[src/rtl/inst_prefetch.sv]
// Instruction prefetch: pipelined Wishbone reads into a {pc, data} FIFO, flushed on redirect.
// States: RUN = fetching and buffering | DRAIN = dropping acks of reads issued before a redirect.
module inst_prefetch #(
  parameter int                ADDR_W   = 16,
  parameter int                DATA_W   = 32,
  parameter int                DEPTH    = 4,
  parameter logic [ADDR_W-1:0] RESET_PC = 16'h0000
) (
  input  logic              sys_clk,
  input  logic              sys_rst,
  input  logic              redirect_i,
  input  logic [ADDR_W-1:0] redirect_pc_i,
  output logic              inst_valid_o,
  output logic [ADDR_W-1:0] inst_pc_o,
  output logic [DATA_W-1:0] inst_data_o,
  input  logic              inst_ready_i,
  output logic              inst_cyc_o,
  output logic              inst_stb_o,
  output logic [ADDR_W-1:0] inst_addr_o,
  input  logic              inst_ack_i,
  input  logic [DATA_W-1:0] inst_data_i,
  input  logic              inst_stall_i
);

  localparam int PW = $clog2(DEPTH);
  localparam int CW = $clog2(DEPTH + 1);

  localparam logic [0:0] ST_RUN   = 1'b0;
  localparam logic [0:0] ST_DRAIN = 1'b1;

  logic [0:0]        state_q, state_d;
  logic [ADDR_W-1:0] fetch_pc_q, fetch_pc_d;
  logic [CW-1:0]     out_q, out_d;
  logic [CW-1:0]     disc_q, disc_d;
  logic [CW-1:0]     cnt_q, cnt_d;
  logic [PW-1:0]     wr_q, wr_d;
  logic [PW-1:0]     rd_q, rd_d;
  logic              stb_q, stb_d;
  logic              cyc_q, cyc_d;
  logic [ADDR_W-1:0] mem_pc_q   [DEPTH];
  logic [ADDR_W-1:0] mem_pc_d   [DEPTH];
  logic [DATA_W-1:0] mem_data_q [DEPTH];
  logic [DATA_W-1:0] mem_data_d [DEPTH];

  logic              accept, ack_run, ack_drop, pop;
  logic [ADDR_W-1:0] head_pc;
  logic [CW:0]       load_d;

  always_comb begin
    accept   = stb_q & ~inst_stall_i;
    ack_run  = inst_ack_i & (state_q == ST_RUN) & (out_q != '0);
    ack_drop = inst_ack_i & (state_q == ST_DRAIN) & (disc_q != '0);
    pop      = (cnt_q != '0) & inst_ready_i;
    // Outstanding reads are always the last out_q sequential addresses, so the
    // oldest one's pc falls out of fetch_pc without storing a separate queue.
    head_pc  = fetch_pc_q - ADDR_W'(out_q);

    state_d    = state_q;
    fetch_pc_d = fetch_pc_q;
    out_d      = out_q;
    disc_d     = disc_q;
    cnt_d      = cnt_q;
    wr_d       = wr_q;
    rd_d       = rd_q;
    mem_pc_d   = mem_pc_q;
    mem_data_d = mem_data_q;

    if (redirect_i) begin
      disc_d     = disc_q + out_q + CW'(accept) - CW'(ack_run) - CW'(ack_drop);
      out_d      = '0;
      cnt_d      = '0;
      wr_d       = '0;
      rd_d       = '0;
      fetch_pc_d = redirect_pc_i;
      state_d    = (disc_d != '0) ? ST_DRAIN : ST_RUN;
    end else begin
      if (state_q == ST_RUN) begin
        fetch_pc_d = fetch_pc_q + ADDR_W'(accept);
        out_d      = out_q + CW'(accept) - CW'(ack_run);
        if (ack_run) begin
          mem_pc_d[wr_q]   = head_pc;
          mem_data_d[wr_q] = inst_data_i;
          wr_d             = wr_q + PW'(1);
        end
      end else begin
        disc_d = disc_q - CW'(ack_drop);
        if (disc_d == '0) state_d = ST_RUN;
      end
      cnt_d = cnt_q + CW'(ack_run) - CW'(pop);
      if (pop) rd_d = rd_q + PW'(1);
    end

    load_d = {1'b0, cnt_d} + {1'b0, out_d};
    stb_d  = (state_d == ST_RUN) && (load_d < (CW+1)'(DEPTH));
    cyc_d  = stb_d | (out_d != '0) | (disc_d != '0);
  end

  always_ff @(posedge sys_clk or negedge sys_rst) begin
    if (!sys_rst) begin
      state_q    <= ST_RUN;
      fetch_pc_q <= RESET_PC;
      out_q      <= '0;
      disc_q     <= '0;
      cnt_q      <= '0;
      wr_q       <= '0;
      rd_q       <= '0;
      stb_q      <= 1'b0;
      cyc_q      <= 1'b0;
      for (int i = 0; i < DEPTH; i++) begin
        mem_pc_q[i]   <= '0;
        mem_data_q[i] <= '0;
      end
    end else begin
      state_q    <= state_d;
      fetch_pc_q <= fetch_pc_d;
      out_q      <= out_d;
      disc_q     <= disc_d;
      cnt_q      <= cnt_d;
      wr_q       <= wr_d;
      rd_q       <= rd_d;
      stb_q      <= stb_d;
      cyc_q      <= cyc_d;
      mem_pc_q   <= mem_pc_d;
      mem_data_q <= mem_data_d;
    end
  end

  assign inst_valid_o = (cnt_q != '0);
  assign inst_pc_o    = mem_pc_q[rd_q];
  assign inst_data_o  = mem_data_q[rd_q];
  assign inst_stb_o   = stb_q;
  assign inst_cyc_o   = cyc_q;
  assign inst_addr_o  = fetch_pc_q;

endmodule

[config.mk]
export PLATFORM = sky130hd
export DESIGN_NAME = inst_prefetch
export DESIGN_NICKNAME = d
export VERILOG_FILES = /design/src/rtl/inst_prefetch.sv
export SDC_FILE = /design/constraint.sdc
export NUM_CORES = 1
export LEC_CHECK = 0
export ABC_AREA = 1
export CAP_MARGIN = 20
export CELL_PAD_IN_SITES_DETAIL_PLACEMENT = 1
export CELL_PAD_IN_SITES_GLOBAL_PLACEMENT = 1
export CORE_MARGIN = 10
export CORE_UTILIZATION = 32
export DETAILED_ROUTE_END_ITERATION = 8
export PLACE_DENSITY_LB_ADDON = 0.1
export SLEW_MARGIN = 20
export SYNTH_ARGS = -nofsm -noshare
export SYNTH_HDL_FRONTEND = slang
export SYNTH_SLANG_ARGS = --single-unit
export TNS_END_PERCENT = 30
[constraint.sdc]
create_clock -name sys_clk -period 3.4 [get_ports sys_clk]
set_clock_uncertainty 0.1 [all_clocks]
set_input_delay 0.68 -clock sys_clk [delete_from_list [all_inputs] [get_ports sys_clk]]
set_output_delay 0.68 -clock sys_clk [all_outputs]
set_load 0.01 [all_outputs]
=== After elaboration in Yosys (flattened, before gate mapping) ===
Cells that the tools add are included.

* Bits in registers: 224
* Input bits: 54
* Output and inout port bits: 67
* Logic and storage cells: 91

* Add/subtract/negate cells: 14
* $lt $le $gt $ge: 4
* Eq/ne operators: 1
* Multiplexer cells: 28
* Bitwise operators: 14
* Reduce and logical (&&, ||, !) cells: 13

{| class="wikitable"
|+ Operators by type and width
! kind !! number
|-
| 128-bit bitwise mux || 1
|-
| 32-bit 2-to-1 mux || 3
|-
| 16-bit 2-to-1 mux || 5
|-
| 32-bit binary-select mux with 2-bit select || 1
|-
| 64-bit bitwise mux || 1
|-
| 32-bit demux with 2-bit select || 1
|-
| 16-bit binary-select mux with 2-bit select || 1
|-
| 16-bit demux with 2-bit select || 1
|-
| 3-bit nonzero test || 6
|-
| 16-bit by 1-bit adder with 16-bit output || 1
|-
| 16-bit by 3-bit subtractor with 16-bit output || 1
|-
| 3-bit 2-to-1 mux || 5
|-
| 3-bit by 1-bit subtractor with 3-bit output || 5
|-
| 2-bit 2-to-1 mux || 5
|-
| 3-bit by 1-bit adder with 3-bit output || 3
|-
| 1-bit bitwise AND || 6
|-
| 3-bit greater-or-equal comparator, second input constant || 2
|-
| 2-bit NOT with 3-bit output || 2
|-
| 2-bit by 1-bit adder with 2-bit output, second input constant || 2
|-
| 3-bit by 3-bit adder with 4-bit output || 1
|-
| 4-bit by 3-bit < comparator with 1-bit output, second input constant || 1
|-
| 1-bit 2-to-1 mux || 4
|-
| 1-bit NOT || 4
|-
| 2-bit nonzero test || 2
|-
| other kinds (8) || 10
|}

=== Logic depth before layout (Yosys ltp) ===
* Depth in word-level cells: 12
* Gate-level depth with buffers: 20
* Mapped depth without buffers: 20

=== Worst setup path before layout ===
Ideal clock, no wire load.

* Path type: in2reg
* Start point: in inst_ack_i
* End point: reg cyc_q, in the netlist inst_cyc_o
* Setup time: 0.127 ns
* Arrival time: 3.328 ns
* Required time: 3.173 ns
* Path slack: -0.155 ns
* Cell stages on the path: 15
* Path buffers: 0
* Path through: inv_1 -> a311oi_1 -> fa_1 -> fa_1 -> inv_1 -> fa_1 -> fa_1 -> inv_1 -> nand2_1 -> nand2_1 -> nand2_1 -> nand3_1 -> nand2_1 -> nor2_1 -> nand3_1

{| class="wikitable"
|+ RTL lines
! element !! RTL line !! RTL
|-
| from (decl) || 20 || <nowiki>input logic inst_ack_i,</nowiki>
|-
| 1-bit bitwise AND, on equally long branches (2 in series) || 51, 52 ||
|-
| 3-bit by 1-bit subtractor with 3-bit output, on equally long branches || 69, 86 ||
|-
| 3-bit by 1-bit subtractor with 3-bit output / 3-bit 2-to-1 mux (equally long branches) || 69, 77 ||
|-
| 3-bit 2-to-1 mux * || 68 || <nowiki>if (redirect_i) begin</nowiki>
|-
| via disc_d[2] || 34 || <nowiki>logic [CW-1:0] disc_q, disc_d;</nowiki>
|-
| 3-bit nonzero test * || 95 || <nowiki>cyc_d = stb_d | (out_d != '0) | (disc_d != '0);</nowiki>
|-
| 1-bit OR * || 95 ||
|-
| via cyc_d || 39 || <nowiki>logic cyc_q, cyc_d;</nowiki>
|-
| to (signal assigned) || 122 || <nowiki>cyc_q <= cyc_d;</nowiki>
|-
| to (decl) || 39 ||
|}

The timed path passes the listed nets; every way through them passes the cells marked *.
A chain may end at the register's enable or synchronous reset.

=== Final worst setup path ===
* Start point: reg rd_q[0]
* End point: out inst_data_o[12]

* Longest elaborated chain between the ends: 4

{| class="wikitable"
|+ Ends and longest elaborated chain
! element !! RTL line !! RTL
|-
| from (decl) || 37 || <nowiki>logic [PW-1:0] rd_q, rd_d;</nowiki>
|-
| from (signal assigned) || 120 || <nowiki>rd_q <= rd_d;</nowiki>
|-
| 2-bit NOT with 3-bit output (implied by the code) || 130 || <nowiki>assign inst_data_o = mem_data_q[rd_q];</nowiki>
|-
| 32-bit binary-select mux with 2-bit select || 130 ||
|-
| 32-bit 2-to-1 mux (implied by the code) (2 in series) || 130 ||
|-
| to (decl) || 15 || <nowiki>output logic [DATA_W-1:0] inst_data_o,</nowiki>
|}

No other way between the ends. The select of a mux whose other input is x is not followed.

==> flow_metrics.tcl <==
set metrics [dict create \
    firstDrtPassIters 4 \
    power.leakage_nw 6.94 \
    irDropWorstVdd_uv 345 \
    grt_first_pass_wirelength_mm 58.4 \
    postSynthCellCount 1388 \
    worst_ep_required_time_ns 2.62 \
    finalCritPeriodShare 0.969 \
    nNetsFinal 1586 \
    clk_pin_slew_ns 0.06 \
    numCtsBuffers 29 \
    root_buffer "clkbuf_16" \
    crit_arrival_ns 2.52 \
    ios 121 \
    gr-usage-met2 0.277 \
    synth_top_area_share 0.494 \
    slowest_delay_ns 0.61 \
    cts.sinks 224 \
    synthesis.nets 1466 \
    drc 0 \
    p_int_w 0.00674 \
    core-area_um2 34800 \
    cp_cell_sequence "inv_4, buf_12, o21ai_0, o22ai_1, clkdlybuf4s50_1" \
    synth_most_common_cell "nand2_1" \
    status "complete, no violations" \
    pwr-share-comb 0.397 \
    drv_cap 0 \
    busiest_layer "met2" \
    viasPerCell 4.85 \
    finalSetupViolations 0 \
    p_sw_w 0.00379 \
    fmax_mhz 303 \
    hold_viol 0 \
    use_met3 0.0261 \
    die_area_um2 43400 \
    drt_wl_total_mm 35.5 \
    dr.first_iter.drc_count 552 \
    antenna_cells 0 \
    htree_levels 1 \
    cts_tree "done" \
    synthDistinctLibCells 30 \
    clockBufferDepth 3 \
    path_buf_inv 3 \
    ant_nets 0 \
    worstMarginPinSlew_ns 0.596 \
    grtUsageTotal 0.163 \
    place_congestion 0.818 \
    yosysTopAreaCell "dfrtp_1" \
    hold_path_class "register to register" \
    post-dp-hpwl_mm 23.5 \
    via_count 9631 \
    grt_pass1_vias 10439 \
    num_rows 68 \
    slew_headroom 0.601 \
    wl_per_cell_um 17.9 \
    port_buffers 120 \
    cp_slowest_cell "clkdlybuf4s50_1" \
    crit_type "register to output pin" \
    synth_area_um2 11300 \
    synthTopCellsByArea "dfrtp_1 49%, nand2_1 14%, o21ai_0 7.7%" \
    clock_power_share 0.280 \
    grt_overflow_total 0 \
    cp-start-kind "register" \
    synth-seq-cells 224 \
    cp_top_family "buffers and inverters" \
    final_max_slew_viol_count 0 \
    async_reset_ff_frac 1.00 \
    ys_warn_count 0 \
    grt_max_degree 84 \
    synthFlopType "dfrtp_1" \
    period_needed_ns 3.30 \
    area_growth_syn_to_layout_pct 24.2 \
    drive_above_1_share 0.120 \
    initial_utilization 0.326 \
    clock_latency_ns 0.54 \
    use_met1 0.212 \
    synth_common_cells "411 x nand2_1, 224 x dfrtp_1, 175 x o21ai_0" \
    whs_ns 0.372 \
    die_y_um 208 \
    swShare 0.360 \
    syn_area_per_cell_um2 8.17 \
    yosysSeqAreaShare 0.494 \
    seq_power_share 0.323 \
    dieWidth_um 208 \
    antenna_found_initial 0 \
    tns_ns 0 \
    rsz0062_at_grt "true" \
    end_kind "output pin" \
    synth_edf_count 0 \
    power_density_nw_per_um2 747 \
    critPathMaxFanout 46 \
]
## metrics by stage
| stage | std cells | power (W) | instance area [um2] | utilization | setup slack [ns] |
|---|---|---|---|---|---|
| floorplan | 1388 | 0.00553 | 11400 | - | 0.000549 |
| detailed placement | 1925 | 0.00751 | 13000 | 0.374 | -0.728 |
| CTS | 1982 | 0.0107 | 14100 | 0.404 | -0.00534 |
| finish | 1984 | 0.0105 | 14100 | 0.405 | 0.104 |
| global placement | 1925 | 0.00746 | 13000 | 0.374 | -0.662 |
| global route | 1984 | 0.0113 | 14100 | 0.405 | -0.0279 |
## final timing paths
kind	startpoint	endpoint	slack [ns]	depth (start not counted)
worst min register to register	mem_pc_q[34]$_DFFE_PN0P_	mem_pc_q[34]$_DFFE_PN0P_	0.37	2
worst min-delay path	mem_pc_q[34]$_DFFE_PN0P_	mem_pc_q[34]$_DFFE_PN0P_	0.37	2
worst max register to register	disc_q[1]$_DFF_PN0_	inst_cyc_o$_DFF_PN0_	0.12	10
worst max-delay path	rd_q[0]$_DFFE_PN0P_	inst_data_o[12]	0.10	5
max in group asynchronous	sys_rst	mem_data_q[64]$_DFFE_PN0P_	1.80	3
min in group asynchronous	sys_rst	mem_data_q[119]$_DFFE_PN0P_	0.57	2
## per-layer routing
layer  routed length (um)  vias up  share of wire
li1                     -     4728              -
met1                16500     4724           0.46
met2                17100      139           0.48
met3                 1280       40          0.036
met4                  660        0          0.019
met5                    0        -              0
## power groups by stage
stage,combinational (W),clock (W),sequential (W)
final,0.00418,0.00294,0.00340
after global routing,0.00471,0.00316,0.00347
after CTS,0.00422,0.00304,0.00342
after detailed placement,0.00406,0,0.00346
after global placement,0.00401,0,0.00345
after floorplan,0.00219,0,0.00334
## cells by family after synthesis
kind of cell               synth area share
and+or+nand+nor                       0.218
adders and majority gates            0.0311
xor gates and xnor gates            0.00849
DFF                                   0.494
AOI/OAI and AO/OA                     0.163
buffers and inverters                0.0846
## layout make-up
| class | count | area [um2] |
|---|---|---|
| tap | 455 | 569 |
| timing repair buffer | 172 | 1740 |
| fill | 4127 | 20700 |
| multi-input combinational | 974 | 4830 |
| inverter | 107 | 414 |
| clock buffer | 44 | 882 |
| clock inverter | 8 | 46.3 |
| sequential | 224 | 5610 |
## state kept, by name (all words and copies together), names as in the netlist
name         flops
rd_q             2
inst_addr_o     16
cnt_q            3
mem_data_q     128
state_q          1
mem_pc_q        64
wr_q             2
inst_cyc_o       1
disc_q           3
out_q            3
inst_stb_o       1
## worst min-delay path: stages (launching register included)
cell	delay [ns]
dfrtp_1	0.33
nand2_1	0.05
nand2_1	0.05
## layout by cell type, fill, tap and decap left out, types with 6 or more instances in the layout
master,Yosys,routed
clkbuf_16,0,29
o21ai_0,175,174
inv_2,1,8
nor2_1,152,150
nand4_1,6,6
dfrtp_1,224,222
xor2_1,11,11
o22ai_1,48,47
o21ai_2,50,51
clkinv_2,0,6
inv_1,101,94
clkbuf_8,0,11
buf_4,0,40
clkdlybuf4s50_1,0,118
nand3_1,42,41
ha_1,17,17
buf_12,0,9
nand2_1,411,409
o21ai_1,33,33
## timing repair
action                                 CTS  global route
pin swaps                                9            11
resized for setup                       12             8
hold buffers                             1             0
setup buffers                            3             2
endpoints found under the hold margin   18             0
setup endpoints to repair               22            14
gates cloned                             1             0
Power figures use the tool's default switching activity.
